`config.mk`:
```
export PLATFORM = sky130hd
export DESIGN_NAME = digit_scan_driver
export DESIGN_NICKNAME = d
export VERILOG_FILES = /design/src/rtl/display_pkg.sv /design/src/rtl/seg_decoder.sv /design/src/rtl/digit_scan_driver.sv
export SDC_FILE = /design/constraint.sdc
export NUM_CORES = 1
export LEC_CHECK = 0
export ABC_AREA = 1
export CAP_MARGIN = 20
export CORE_UTILIZATION = 46
export DETAILED_ROUTE_END_ITERATION = 7
export GPL_ROUTABILITY_DRIVEN = 0
export GPL_TIMING_DRIVEN = 1
export PLACE_DENSITY = 0.66
export SKIP_LAST_GASP = 1
export SYNTH_ARGS = -nofsm -noshare
export SYNTH_HDL_FRONTEND = slang
export SYNTH_SLANG_ARGS = --single-unit
export TNS_END_PERCENT = 100
```
`constraint.sdc`:
```
create_clock -name clk -period 2.7 [get_ports clk]
set_input_delay 0.675 -clock clk [delete_from_list [all_inputs] [get_ports clk]]
set_output_delay 0.675 -clock clk [all_outputs]
set_load 0.03 [all_outputs]
```
`src/rtl/display_pkg.sv`:
```
// Shared seven-segment constants for the digit scan driver.
// Patterns are active-high, bit 0 = segment a ... bit 6 = segment g.
package display_pkg;

  // Hex 0-F, entry [n] is the glyph for nibble n (A b C d E F for 10-15)
  localparam logic [15:0][6:0] SEG_LUT = {
    7'h71, 7'h79, 7'h5E, 7'h39, 7'h7C, 7'h77, 7'h6F, 7'h7F,
    7'h07, 7'h7D, 7'h6D, 7'h66, 7'h4F, 7'h5B, 7'h06, 7'h3F
  };

  localparam logic [7:0] SEG_OFF = 8'h00;
  localparam logic [7:0] SEG_DP  = 8'h80;

endpackage

```
`src/rtl/seg_decoder.sv`:
```
// Hex nibble to active-high seven-segment pattern (g..a).
// Latency: combinational; no flow control.
module seg_decoder
  import display_pkg::*;
(
  input  logic [3:0] hex,
  output logic [6:0] seg
);

  assign seg = SEG_LUT[hex];

endmodule

```
`src/rtl/digit_scan_driver.sv`:
```
// Multiplexed seven-segment scanner with frame-synchronous shadow update and leading-zero blanking.
// Latency: an/seg registered, one clk after idx/cnt/display; no backpressure, load is a fire-and-forget pulse.
module digit_scan_driver
  import display_pkg::*;
#(
  parameter int NUM_DIGITS   = 4,
  parameter int CLK_DIV      = 100000,
  parameter int BLANK_CYCLES = 16,
  parameter int ACTIVE_LOW   = 1
) (
  input  logic                    clk,
  input  logic                    reset,
  input  logic [4*NUM_DIGITS-1:0] value,
  input  logic [NUM_DIGITS-1:0]   dp,
  input  logic                    load,
  input  logic                    blank_en,
  output logic [NUM_DIGITS-1:0]   an,
  output logic [7:0]              seg,
  output logic                    frame_done
);

  localparam int CNT_W = $clog2(CLK_DIV);
  localparam int IDX_W = $clog2(NUM_DIGITS);
  localparam logic [CNT_W-1:0] CNT_MAX   = CNT_W'(CLK_DIV - 1);
  localparam logic [CNT_W-1:0] BLANK_LIM = CNT_W'(BLANK_CYCLES);
  localparam logic [IDX_W-1:0] IDX_MAX   = IDX_W'(NUM_DIGITS - 1);
  localparam logic             POL       = (ACTIVE_LOW != 0);

  logic [CNT_W-1:0]        cnt;
  logic [IDX_W-1:0]        idx;
  logic                    tick;
  logic                    wrap;

  logic [4*NUM_DIGITS-1:0] disp_val;
  logic [NUM_DIGITS-1:0]   disp_dp;
  logic [4*NUM_DIGITS-1:0] pend_val;
  logic [NUM_DIGITS-1:0]   pend_dp;
  logic                    pend_valid;

  logic [IDX_W-1:0]        msd;
  logic [3:0]              nib;
  logic                    dp_bit;
  logic                    blank_digit;
  logic [6:0]              dec;
  logic [NUM_DIGITS-1:0]   an_nxt;
  logic [7:0]              seg_nxt;

  assign tick = (cnt == CNT_MAX);
  assign wrap = tick && (idx == IDX_MAX);

  always_ff @(posedge clk) begin
    if (reset) begin
      cnt        <= '0;
      idx        <= '0;
      frame_done <= 1'b0;
    end else begin
      cnt        <= tick ? '0 : cnt + 1'b1;
      frame_done <= wrap;
      if (tick)
        idx <= wrap ? '0 : idx + 1'b1;
    end
  end

  // The display register only moves at a frame wrap so a frame never tears.
  always_ff @(posedge clk) begin
    if (reset) begin
      disp_val   <= '0;
      disp_dp    <= '0;
      pend_val   <= '0;
      pend_dp    <= '0;
      pend_valid <= 1'b0;
    end else if (wrap) begin
      if (load) begin
        disp_val <= value;
        disp_dp  <= dp;
      end else if (pend_valid) begin
        disp_val <= pend_val;
        disp_dp  <= pend_dp;
      end
      pend_valid <= 1'b0;
    end else if (load) begin
      pend_val   <= value;
      pend_dp    <= dp;
      pend_valid <= 1'b1;
    end
  end

  always_comb begin
    msd    = '0;
    nib    = 4'h0;
    dp_bit = 1'b0;
    an_nxt = '0;
    for (int i = 0; i < NUM_DIGITS; i++) begin
      if (disp_val[4*i +: 4] != 4'h0)
        msd = IDX_W'(i);
      if (idx == IDX_W'(i)) begin
        nib       = disp_val[4*i +: 4];
        dp_bit    = disp_dp[i];
        an_nxt[i] = (cnt >= BLANK_LIM);
      end
    end
  end

  seg_decoder u_dec (
    .hex (nib),
    .seg (dec)
  );

  // Digit 0 can never exceed msd, so it is never blanked.
  assign blank_digit = blank_en && (idx > msd);
  assign seg_nxt     = (blank_digit ? SEG_OFF : {1'b0, dec}) | (dp_bit ? SEG_DP : SEG_OFF);

  always_ff @(posedge clk) begin
    if (reset) begin
      an  <= {NUM_DIGITS{POL}};
      seg <= {8{POL}};
    end else begin
      an  <= an_nxt ^ {NUM_DIGITS{POL}};
      seg <= seg_nxt ^ {8{POL}};
    end
  end

endmodule
```
* Yosys cells after proc, flatten, opt, wreduce, memory -nomap -nowiden
Memories as Yosys holds them, arrays and structs flattened. Index checks and enable logic that the tools add are counted.
Word-level totals: memories 1, logic and storage cells 58, output and inout bits 13, input port bits 24, ROM bits 112, register bits 73
Cells by class: muxes and demuxes 23, bitwise operators 4, add/subtract/negate cells 2, magnitude comparators 3, eq/ne operators 4, reductions and logical operators 11
Memory list:
- (no name shown) | words 16, bits a word 7, read ports 1, clocked after memory_dff 0, write ports 0, line seg_decoder.sv:10 | assign seg = SEG_LUT[hex];
Operator list (number):
- 2-to-1 mux 16 bit | 2
- 2-to-1 mux 4 bit | 6
- adder 17 x 1 -> 17 bit, second input constant | 1
- equality test 17 bit, second input constant | 1
- greater-or-equal comparator 17 x 5 -> 1 bit, second input constant | 1
- 2-to-1 mux 7 bit | 2
- nonzero test 4 bit | 3
- 2-to-1 mux 1 bit | 9
- 2-to-1 mux 8 bit | 1
- inverter 8 bit | 1
- bitwise OR 7 x 8 -> 8 bit | 1
- 2-to-1 mux 2 bit | 3
- less-than comparator 4 x 5 -> 1 bit, second input constant | 1
- equality test 2 bit, second input constant | 2
- inverter 4 bit | 1
- AND reduction 2 bit | 2
- OR reduction 2 bit | 2
- adder 2 x 1 -> 2 bit, second input constant | 1
- equality test 2 x 1 -> 1 bit, second input constant | 1
- > comparator 2 bit | 1
- logical AND 1 bit | 2
- logical NOT 2 bit | 1
- nonzero test 2 bit | 1
- inverter 1 bit | 1

* Longest topological paths before layout
Gate-level depths: netlist (run 1).
depth in word-level cells 10, depth in mapped cells 13

* Modules after synthesis
A second synthesis (run 1) with hierarchy kept.
Unflattened totals: cells, all modules 538, area, all modules 3809.9 sq um
By module, submodules not included:
- digit_scan_driver | times used 1, seq. area each 1461.4 sq um, cells each 486, area each 3539.6 sq um
- seg_decoder | times used 1, seq. area each 0.0 sq um, cells each 52, area each 270.3 sq um

* Worst setup path before layout (run 1)
No wires, ideal clock.
path kind reg-to-reg, start point register idx[0], end point register seg[3], data required time 2.578 ns, stages on the path, launching flop included 14, library setup time 0.122 ns, data arrival time 1.747 ns, slack 0.831 ns, path through dfxtp_1 -> inv_1 -> ha_1 -> clkbuf_1 -> inv_1 -> o211ai_1 -> nand2_1 -> o21ai_0 -> ha_1 -> inv_1 -> nand2_1 -> nand2_1 -> nand2_1 -> nand3_1
Between the ends: longest elaborated chain between the ends 10, elaborated cells on any way between the ends 15
Ends and longest elaborated chain:
- start, declared | line digit_scan_driver.sv:30 | logic [IDX_W-1:0] idx;
- start signal, assigned | line digit_scan_driver.sv:60 | idx <= wrap ? '0 : idx + 1'b1;
- logical NOT 2 bit | line digit_scan_driver.sv:96 | if (idx == IDX_W'(i)) begin
- 2-to-1 mux 4 bit (4 in series) | line digit_scan_driver.sv:96
- memory read (16 x 7 bit)
- 2-to-1 mux 7 bit (not written as such) | line seg_decoder.sv:10
- 2-to-1 mux 7 bit (*) | line digit_scan_driver.sv:111 | assign seg_nxt = (blank_digit ? SEG_OFF : {1'b0, dec}) | (dp_bit ? SEG_DP : SEG_OFF);
- bitwise OR 7 x 8 -> 8 bit (*) | line digit_scan_driver.sv:111
- inverter 8 bit (no source line) (*)
- end signal, assigned | line digit_scan_driver.sv:116 | seg <= {8{POL}};
- end signal, assigned | line digit_scan_driver.sv:119 | seg <= seg_nxt ^ {8{POL}};
- end, declared | line digit_scan_driver.sv:18 | output logic [7:0] seg,
Every way passes the cells marked *; elsewhere a longest branch is shown, timed or not. The select of a mux whose other input is x is not followed. A chain may end at the register's enable or synchronous reset.

* Final worst setup path (run 1)
start point register idx[0], end point register seg[1]
Same word-level chain as after synthesis.

==> impl_metrics.py, run 1 <==
metrics = {
    "outcome": {
        "outcome": "finished, final reports clean",
    },
    "routing": {
        "avgRoutedWirePerCell_um": 12.3,
        "wl_mm": 8.23,
        "num_vias": 3373,
        "postRouteAntennaNets": 0,
        "drtIter0Drc": 150,
        "avgViaCountPerCell": 5.03,
        "drc": 0,
        "drt_pass1_iterations": 4,
    },
    "run": {
        "cap_violations": 0,
    },
    "worst_hold_path": {
        "hold_path_startpoint": "pend_val[15]",
        "hold_end": "pend_val[15]",
        "min_path_cells": 2,
        "min_path_type": "reg2reg",
    },
    "worst_setup_path": {
        "worst_r2r_endpoint": "seg[1]",
        "crit_required_ns": 2.94,
        "end_kind": "register",
        "cp-start-kind": "register",
        "critPathMaxFanout": 10,
        "r2r_cells": 11,
        "arrival_ns": 2.38,
        "path_delay_family": "adder cells",
        "timing.rr.start": "idx[0]",
        "r2r_slack_ns": 0.56,
        "worst_path_largest_cell_delay_ns": 0.41,
        "slowest_stage": "ha_1",
        "path_class": "reg2reg",
        "crit_top_cell": "nand2_1",
        "crit_chain": "inv_1 > ha_1 > inv_1 > o211ai_1 > nand2_1 > o21ai_0 > ha_1 > nand2_1 > nor2_1 > nor2_1 > nand2_1",
        "cp_num_buf_inv": 2,
    },
    "sta": {
        "slew_headroom_pct": 51.7,
        "timing.final.crit_share_pct": 79.4,
        "hold_slack_ns": 0.461,
        "finalHoldViolations": 0,
        "worst_pin_slew_ns": 0.723,
        "skew_ns": 0.0104,
        "report.final.slew_viol_count": 0,
        "setup_viol": 0,
        "rsz0062_at_grt": "no",
        "min_period_ns": 2.14,
        "setup_tns_ns": 0,
        "max_freq_mhz": 467,
    },
    "floorplanning": {
        "num_io_pins": 37,
        "initial_core_util_pct": 48.2,
        "die_area_um2": 8580,
        "dieHeight_um": 92.6,
        "die_w_um": 92.6,
        "fp-row-count": 32,
        "core-area_um2": 7850,
    },
    "global_routing": {
        "grt_max_degree": 43,
        "grt-ovfl-total": 0,
        "track_usage_pct": 20.8,
        "grt_first_pass_wirelength_mm": 14.3,
        "grt_pass1_vias": 3216,
        "antenna_found_initial": 0,
    },
    "placed_design": {
        "place_hpwl_mm": 5.85,
        "io_buffer_count": 36,
    },
    "clocking": {
        "clock_path_buffers": 2,
        "cts_hold_buf": 0,
        "clockRootBuffer": "clkbuf_8",
        "postCtsResizedCells": 0,
        "cts_setup_buffers": 0,
        "htreeDepth": 3,
        "numClockSinks": 73,
        "cts_tree": "done",
        "path_clk_slew_ns": 0.08,
        "numCtsBuffers": 9,
        "worstSkewPairLatency_ns": 0.35,
    },
    "yosys": {
        "synth_warnings": 0,
        "async_flop_share_pct": 0,
        "ys_types": 33,
        "synth_edf_count": 0,
        "syn-cell-area_um2": 3780,
        "ys_ff_latch": 73,
        "synth_area_leaders": "dfxtp_1, nand2_1, nor2_1",
        "yosysTopAreaCell": "dfxtp_1",
        "ys_seq_area_share_pct": 38.7,
        "syn_nets": 568,
        "ys.flop_type": "dfxtp_1",
        "synth_cells": 530,
        "yosysTopAreaCellShare_pct": 38.7,
        "avgSynthCellArea_um2": 7.13,
    },
    "final_layout": {
        "area_growth_pct": 15.4,
        "drive_gt1_share_pct": 9.67,
        "fin_nets": 602,
        "multi_input_area_um2": 1940,
        "antenna_cells": 0,
        "regArea_um2": 1460,
        "utilization_pct": 55.6,
        "nFillCells": 807,
    },
    "power": {
        "swShare_pct": 25.2,
        "peakVddDrop_mv": 0.254,
        "clkPwrFrac_pct": 37.1,
        "seqPwrFrac_pct": 54.8,
        "p_per_area_nw_per_um2": 466,
        "p_switching_uw": 511,
        "p_int_mw": 1.52,
        "comb_power_share_pct": 8.1,
        "power.leakage_nw": 1.88,
    },
}
registers in the layout, indices dropped and copies added (netlist names):
register,count
an,4
cnt,17
disp_dp,4
disp_val,16
frame_done,1
idx,2
pend_dp,4
pend_val,16
pend_valid,1
seg,8
worst max-delay path by stage:
stage	from	endpoint	slack (ns)	cells past startpoint
2_1_floorplan	idx[0]	seg[3]	0.83	13
3_3_place_gp	load	pend_val[11]	0.41	5
3_5_place_dp	load	pend_val[4]	0.38	5
4_1_cts	idx[0]	seg[1]	0.58	11
5_1_grt	idx[0]	seg[1]	0.29	11
6_report	idx[0]	seg[1]	0.56	11
cell type report:
class | instances | area share (%)
multi-input combinational | 375 | 44.4
timing repair buffer | 44 | 9.93
sequential | 73 | 33.5
inverter | 61 | 5.25
clock inverter | 6 | 1.03
tap | 102 | 2.93
clock buffer | 10 | 2.93
worst register-to-register path, stage by stage, from the launching register on:
cell and delay [ns]:
dfxtp_1 0.34, inv_1 0.14, ha_1 0.41, inv_1 0.10, o211ai_1 0.13, nand2_1 0.07, o21ai_0 0.23, ha_1 0.35
nand2_1 0.08, nor2_1 0.04, nor2_1 0.09, nand2_1 0.06
cells in the mapped netlist, drive strengths merged (3+ instances only):
| library cell | number |
|---|---|
| nand3 | 54 |
| nand4 | 6 |
| nand2 | 132 |
| nor3 | 7 |
| ha | 14 |
| inv | 61 |
| o211ai | 3 |
| dfxtp | 73 |
| nor4 | 3 |
| a21oi | 43 |
| nor2 | 75 |
| buf | 14 |
| o21ai | 11 |
| mux2 | 20 |
| clkbuf | 7 |
metrics by stage:
stage | instances | setup WS, ns | instance area, µm² | total power [mW]
2_1_floorplan | 530 | 0.831 | 3780 | 1.24
3_3_place_gp | 655 | 0.411 | 4190 | 1.30
3_5_place_dp | 655 | 0.378 | 4190 | 1.30
4_1_cts | 671 | 0.576 | 4360 | 2.06
5_1_grt | 671 | 0.287 | 4360 | 2.12
6_report | 671 | 0.557 | 4360 | 2.03
cells by family after synthesis:
group           synth area share (%)
compound gates                  8.18
xor+xnor                       0.232
fa+ha+maj                       4.64
buf+inv                         10.0
flops                           38.7
mux                             5.96
simple gates                    32.3
layout by cell type, fill, tap and decap left out:
| cell type | Yosys | final |
|---|---|---|
| xnor2_1 | 1 | 1 |
| nand2_2 | 2 | 2 |
| nand4_1 | 5 | 5 |
| nand3_2 | 2 | 2 |
| nand3b_1 | 1 | 1 |
| nor4_1 | 3 | 3 |
| o211ai_1 | 3 | 3 |
| nor2_1 | 71 | 71 |
| ha_1 | 14 | 14 |
| clkbuf_8 | 3 | 9 |
| nand4_2 | 1 | 1 |
| nand2_1 | 130 | 130 |
| mux2_2 | 20 | 20 |
| inv_1 | 60 | 60 |
| nor2_4 | 2 | 2 |
| clkinvlp_4 | 0 | 3 |
| o21ai_1 | 1 | 1 |
| inv_2 | 1 | 1 |
| nand3_1 | 51 | 51 |
| buf_4 | 2 | 7 |
| nor2_2 | 2 | 2 |
| dfxtp_1 | 73 | 73 |
| o21ai_0 | 10 | 10 |
| o41ai_1 | 1 | 1 |
| or2_2 | 1 | 1 |
| nor3_1 | 7 | 7 |
| clkdlybuf4s50_1 | 0 | 36 |
| clkinv_4 | 0 | 2 |
| clkinv_2 | 0 | 1 |
| a21boi_1 | 1 | 1 |
| buf_12 | 0 | 1 |
| and2_1 | 1 | 1 |
| nor3b_1 | 1 | 1 |
| a21oi_1 | 43 | 43 |
| nand3_4 | 1 | 1 |
| clkbuf_1 | 4 | 1 |
power groups by stage:
stage	Sequential, mW	Combinational (mW)	Clock, mW
3_5_place_dp	1.14	0.164	0
2_1_floorplan	1.15	0.0919	0
3_3_place_gp	1.14	0.163	0
4_1_cts	1.11	0.166	0.776
5_1_grt	1.12	0.180	0.821
6_report	1.11	0.164	0.754
per-layer routing:
layer / vias to the layer above / track usage (%) / wire [µm]
met5: - / 0 / 0
met4: 0 / 9.87 / 177
met3: 19 / 3.69 / 286
met2: 64 / 34.3 / 3840
met1: 1523 / 26.4 / 3930
li1: 1767 / - / -
(Power assumes the default switching activity.)
==> run 2, diff against run 1 <==
--- a/config.mk
+++ b/config.mk
@@ -11,7 +11,7 @@
 export DETAILED_ROUTE_END_ITERATION = 7
 export GPL_ROUTABILITY_DRIVEN = 0
 export GPL_TIMING_DRIVEN = 1
-export PLACE_DENSITY = 0.66
+export PLACE_DENSITY = 0.68
 export SKIP_LAST_GASP = 1
 export SYNTH_ARGS = -nofsm -noshare
 export SYNTH_HDL_FRONTEND = slang
==> constraint.sdc (replaced) <==
create_clock -name clk -period 1.8 [get_ports clk]
set_input_delay 0.45 -clock clk [delete_from_list [all_inputs] [get_ports clk]]
set_output_delay 0.45 -clock clk [all_outputs]
set_load 0.03 [all_outputs]
==> impl_metrics.py, run 2 (same netlist as run 1, synthesis figures left out) <==
metrics = {
    "worst_hold_path": {
        "min_path_type": "reg2reg",
    },
    "final_layout": {
        "reg.largest.list": "cnt x17, disp_val x16, pend_val x16",
        "area_growth_pct": 28.3,
        "antenna_cells": 0,
        "largest-register": "cnt",
        "fin_nets": 641,
        "largest_reg_flops": 17,
        "drive_gt1_share_pct": 21.1,
        "final_common_cell": "nand2_1",
        "utilization_pct": 61.8,
        "final_area_um2": 4850,
        "layout_common_cells": "nand2_1, nor2_1, dfxtp_1, inv_1, nand3_1",
    },
    "clocking": {
        "clockRootBuffer": "clkbuf_8",
        "worstSkewPairLatency_ns": 0.37,
        "cts_hold_buf": 0,
        "htreeDepth": 3,
        "numCtsBuffers": 9,
        "numClockSinks": 73,
        "path_clk_slew_ns": 0.08,
        "cts_tree": "done",
        "clock_path_buffers": 2,
    },
    "routing": {
        "wl_mm": 9.01,
        "avgRoutedWirePerCell_um": 12.7,
        "drtIter0Drc": 147,
        "drt_pass1_iterations": 5,
        "num_vias": 3548,
        "drc": 0,
        "postRouteAntennaNets": 0,
        "avgViaCountPerCell": 5.00,
    },
    "floorplanning": {
        "fp-row-count": 32,
        "die_area_um2": 8580,
        "die_w_um": 92.6,
        "initial_core_util_pct": 48.2,
        "num_io_pins": 37,
        "dieHeight_um": 92.6,
        "core-area_um2": 7850,
    },
    "sta": {
        "setup_viol": 0,
        "worst_pin_slew_ns": 0.307,
        "max_freq_mhz": 576,
        "finalHoldViolations": 0,
        "timing.final.crit_share_pct": 96.4,
        "report.final.slew_viol_count": 0,
        "skew_ns": 0.0135,
        "rsz0062_at_grt": "yes",
        "min_period_ns": 1.74,
        "slew_headroom_pct": 79.3,
    },
    "power": {
        "power.leakage_nw": 2.11,
        "clkPwrFrac_pct": 38.9,
        "peakVddDrop_mv": 0.507,
        "p_per_area_nw_per_um2": 649,
        "p_int_mw": 2.30,
        "p_switching_uw": 842,
        "comb_power_share_pct": 8.1,
        "swShare_pct": 26.7,
        "seqPwrFrac_pct": 53.1,
        "finalPower_mw": 3.15,
    },
    "worst_setup_path": {
        "critPathMaxFanout": 5,
        "slowest_stage": "dfxtp_2",
        "path_delay_family": "simple AND/OR/NAND/NOR gates",
        "crit_top_cell": "nand2_1",
        "crit_required_ns": 2.12,
        "end_kind": "register",
        "crit_chain": "inv_4 > ha_4 > inv_2 > o211ai_1 > nand2_1 > o21ai_2 > ha_2 > nand3_1 > nand3_1 > nand2_1 > nand2_1",
        "r2r_slack_ns": 0.06,
        "arrival_ns": 2.05,
        "worst_path_largest_cell_delay_ns": 0.34,
        "path_class": "reg2reg",
        "cp_num_buf_inv": 2,
        "cp-start-kind": "register",
    },
    "outcome": {
        "outcome": "finished, final reports clean",
    },
    "global_routing": {
        "grt_first_pass_wirelength_mm": 15.3,
        "grt-ovfl-total": 0,
        "grt_pass1_vias": 3338,
        "antenna_found_initial": 0,
        "track_usage_pct": 22.6,
        "grt_max_degree": 24,
    },
    "run": {
        "cap_violations": 0,
    },
    "placed_design": {
        "dpl_cell_area_um2": 4500,
        "io_buffer_count": 36,
        "place_hpwl_mm": 6.55,
    },
}
## run 2: cell count changes in the layout (fill, tap and decap cells not counted), sizes merged, moves of 2 or more
| cell | delta |
|---|---|
| buf | +39 |
| clkdlybuf4s50 | -13 |
| clkinv | -2 |
| dlygate4sd2 | +13 |
| inv | +4 |
## run 2: final timing paths
path	start	end	depth (start not counted)
worst max-delay path	idx[1]	seg[0]	11
worst min-delay path	pend_val[11]	pend_val[11]	2
worst max register to register	idx[1]	seg[0]	11
worst min register to register	pend_val[11]	pend_val[11]	2
## run 2: tightest hold or removal path, delay by kind of cell, from the launching register on
kind	cells	cell delay, ns
flip-flops	1	0.32
AO/OA/AOI/OAI	1	0.05
AND/OR/NAND/NOR	1	0.06
## run 2: layer usage
metal  global-route usage (%)  share of wire (%)  wire length [µm]
met5                        0                  0                 0
met4                     9.87                2.0               177
met3                     4.60                3.6               323
met2                     39.4                 49              4390
met1                     26.7                 46              4120
## run 2: cell type report
type                       count  area [µm²]
fill                         708        3000
clock inverter                 7        58.8
clock buffer                   9         124
tap                          102         128
multi-input combinational    375        2080
inverter                      61         234
sequential                    73        1470
timing repair buffer          83         754
## run 2: stage by stage
stage / TNS (ns) / hold slack (ns) / cells / setup WS, ns
floorplan: 0 / 0.430 / 530 / 0.0115
global placement: -1.13 / 0.441 / 692 / -0.141
detailed placement: -1.45 / 0.452 / 692 / -0.113
CTS: -0.000953 / 0.465 / 708 / -0.000953
global route: -0.194 / 0.478 / 710 / -0.0713
finish: 0 / 0.460 / 710 / 0.0645
## run 2: power by group through the flow
| stage | Clock (mW) | Sequential [mW] | Combinational [mW] |
|---|---|---|---|
| after floorplan | 0 | 1.72 | 0.138 |
| after global placement | 0 | 1.71 | 0.253 |
| after detailed placement | 0 | 1.71 | 0.258 |
| after CTS | 1.26 | 1.67 | 0.255 |
| after global routing | 1.32 | 1.67 | 0.279 |
| final | 1.22 | 1.67 | 0.254 |
## run 2: what timing repair did
action	CTS	global route
setup endpoints to repair	20	10
gates resized for setup	22	34
setup buffers	0	2
pin swaps	0	9
==> run 3, diff against run 2 <==
--- a/config.mk
+++ b/config.mk
@@ -5,13 +5,12 @@
 export SDC_FILE = /design/constraint.sdc
 export NUM_CORES = 1
 export LEC_CHECK = 0
-export ABC_AREA = 1
 export CAP_MARGIN = 20
 export CORE_UTILIZATION = 46
 export DETAILED_ROUTE_END_ITERATION = 7
 export GPL_ROUTABILITY_DRIVEN = 0
 export GPL_TIMING_DRIVEN = 1
-export PLACE_DENSITY = 0.68
+export PLACE_DENSITY = 0.69
 export SKIP_LAST_GASP = 1
 export SYNTH_ARGS = -nofsm -noshare
 export SYNTH_HDL_FRONTEND = slang
==> impl_metrics.py, run 3 <==
metrics = {
    "final_layout": {
        "final_common_cell": "dfxtp_1",
        "fin_nets": 517,
        "largest_reg_flops": 17,
        "stdcell_count": 583,
        "largest-register": "cnt",
        "drive_gt1_share_pct": 30.6,
        "reg.largest.list": "cnt x17, disp_val x16, pend_val x16",
        "area_growth_pct": 41.5,
        "final_area_um2": 4910,
        "layout_common_cells": "dfxtp_1, nand2_1, buf_4, nor2_1, clkdlybuf4s50_1",
        "nFillCells": 600,
        "antenna_cells": 0,
    },
    "yosys": {
        "yosysTopAreaCellShare_pct": 42.1,
        "synth_most_common_cell": "dfxtp_1",
        "syn_nets": 427,
        "async_flop_share_pct": 0,
        "yosysTopAreaCell": "dfxtp_1",
        "ys_ff_latch": 73,
        "ys.flop_type": "dfxtp_1",
        "syn-cell-area_um2": 3470,
        "avgSynthCellArea_um2": 8.93,
        "synth_warnings": 0,
        "yosys-top-cells-count": "dfxtp_1, nand2_1, nor2_1",
        "ys_types": 43,
        "synth_cells": 389,
        "ys_seq_area_share_pct": 42.1,
        "synth_edf_count": 0,
        "synth_area_leaders": "dfxtp_1, a211oi_2, nand2_1",
    },
    "global_routing": {
        "track_usage_pct": 21.2,
        "antenna_found_initial": 0,
        "grt_max_degree": 35,
        "grt_pass1_vias": 2822,
        "grt-ovfl-total": 0,
        "grt_first_pass_wirelength_mm": 12.8,
    },
    "sta": {
        "timing.final.crit_share_pct": 112,
        "worst_pin_slew_ns": 0.616,
        "setup_viol": 7,
        "rsz0062_at_grt": "yes",
        "finalHoldViolations": 0,
        "slew_headroom_pct": 58.5,
        "hold_slack_ns": 0.432,
        "skew_ns": 0.00799,
        "report.final.slew_viol_count": 0,
        "max_freq_mhz": 495,
        "min_period_ns": 2.02,
        "layout_setup_ws_ns": -0.219,
    },
    "placed_design": {
        "dp_slack_ns": -0.255,
        "place_hpwl_mm": 5.31,
        "place_inst": 556,
        "dpl_cell_area_um2": 4370,
        "io_buffer_count": 36,
    },
    "power": {
        "power.leakage_nw": 1.95,
        "peakVddDrop_mv": 0.527,
        "p_per_area_nw_per_um2": 673,
        "finalPower_mw": 3.31,
    },
    "routing": {
        "drtIter0Drc": 114,
        "avgRoutedWirePerCell_um": 14.2,
        "drc": 0,
        "wl_mm": 8.30,
        "avgViaCountPerCell": 5.20,
        "drt_pass1_iterations": 5,
        "num_vias": 3034,
        "postRouteAntennaNets": 0,
    },
    "worst_hold_path": {
        "hold_path_startpoint": "reset",
        "min_path_type": "in2reg",
    },
    "worst_setup_path": {
        "arrival_ns": 2.26,
        "crit_required_ns": 2.04,
        "end_kind": "register",
        "critPathMaxFanout": 5,
        "path_class": "reg2reg",
        "r2r_slack_ns": -0.22,
        "startpoint": "disp_val[10]",
        "cp-start-kind": "register",
        "timing.rr.start": "disp_val[10]",
    },
    "outcome": {
        "outcome": "complete, but fails checks",
        "violations": "setup timing",
    },
    "clocking": {
        "numCtsBuffers": 9,
        "cts_hold_buf": 0,
        "numClockSinks": 73,
        "worstSkewPairLatency_ns": 0.34,
        "clockRootBuffer": "clkbuf_8",
        "cts_tree": "done",
        "clock_path_buffers": 2,
        "htreeDepth": 3,
        "path_clk_slew_ns": 0.08,
    },
    "floorplanning": {
        "core-area_um2": 7290,
        "die_w_um": 88.9,
        "initial_core_util_pct": 47.6,
        "num_io_pins": 37,
        "die_area_um2": 7900,
        "fp-row-count": 31,
        "dieHeight_um": 88.9,
    },
    "run": {
        "cap_violations": 0,
    },
}
-- run 3: cell type report --
type                    instances  area [µm²]  area share (%)
flip-flops and latches         73        1470            30.0
repair buffers                103         967            19.7
multi-input cells             280        2090            42.5
clock inverters                 6        82.6            1.68
well taps                      99         124            2.52
clock buffers                  10         128            2.60
inverters                      12        50.0            1.02
-- run 3: power by group --
group	switching [mW]	internal, mW
logic	0.138	0.132
clock network	0.596	0.773
registers	0.0185	1.65
-- run 3: final timing paths --
check | to | depth (start not counted)
setup / recovery | seg[2] | 8
setup reg to reg | seg[2] | 8
hold / removal | idx[0] | 2
hold reg to reg | pend_val[0] | 2
-- run 3: per-layer routing --
metal	track usage [%]	part of all wire (%)	vias to the layer above
met5	0	0	-
met4	9.24	1.9	0
met3	4.89	3.4	15
met2	34.8	49	52
met1	26.7	46	1441
li1	-	-	1526
-- run 3: cell families (layout without fill, tap and decap cells) --
kind of cell	Yosys count	in the layout	share of synthesized area (%)
flip-flops	73	73	42.1
XOR/XNOR	15	15	3.78
buffers and inverters	37	131	4.93
adder cells (fa/ha/maj)	14	14	5.04
AND/OR/NAND/NOR	155	155	20.9
AO/OA/AOI/OAI	73	74	17.0
multiplexers	22	22	6.34
-- run 3: metrics by stage --
step	utilization [%]	TNS [ns]
global placement	60.0	-1.29
CTS	65.4	-0.956
global route	67.4	-1.76
detailed placement	60.0	-2.14
finish	67.4	-1.08
floorplan	-	-0.448
-- run 3: critical path, stage by stage, from the launching register on --
cell	delay (ns)
dfxtp_2	0.33
or4_4	0.57
o21bai_4	0.19
ha_4	0.15
inv_2	0.03
a21o_1	0.18
a31oi_4	0.19
o31ai_1	0.12
a21o_1	0.16
-- run 3: repair_timing --
action / 4_1_cts / 5_1_grt
resized for setup: 26 / 31
gates cloned: 1 / 1
endpoints found under the setup margin: 24 / 62
hold endpoints to repair: 0 / 0
pin swaps: 12 / 18
setup buffers: 5 / 6
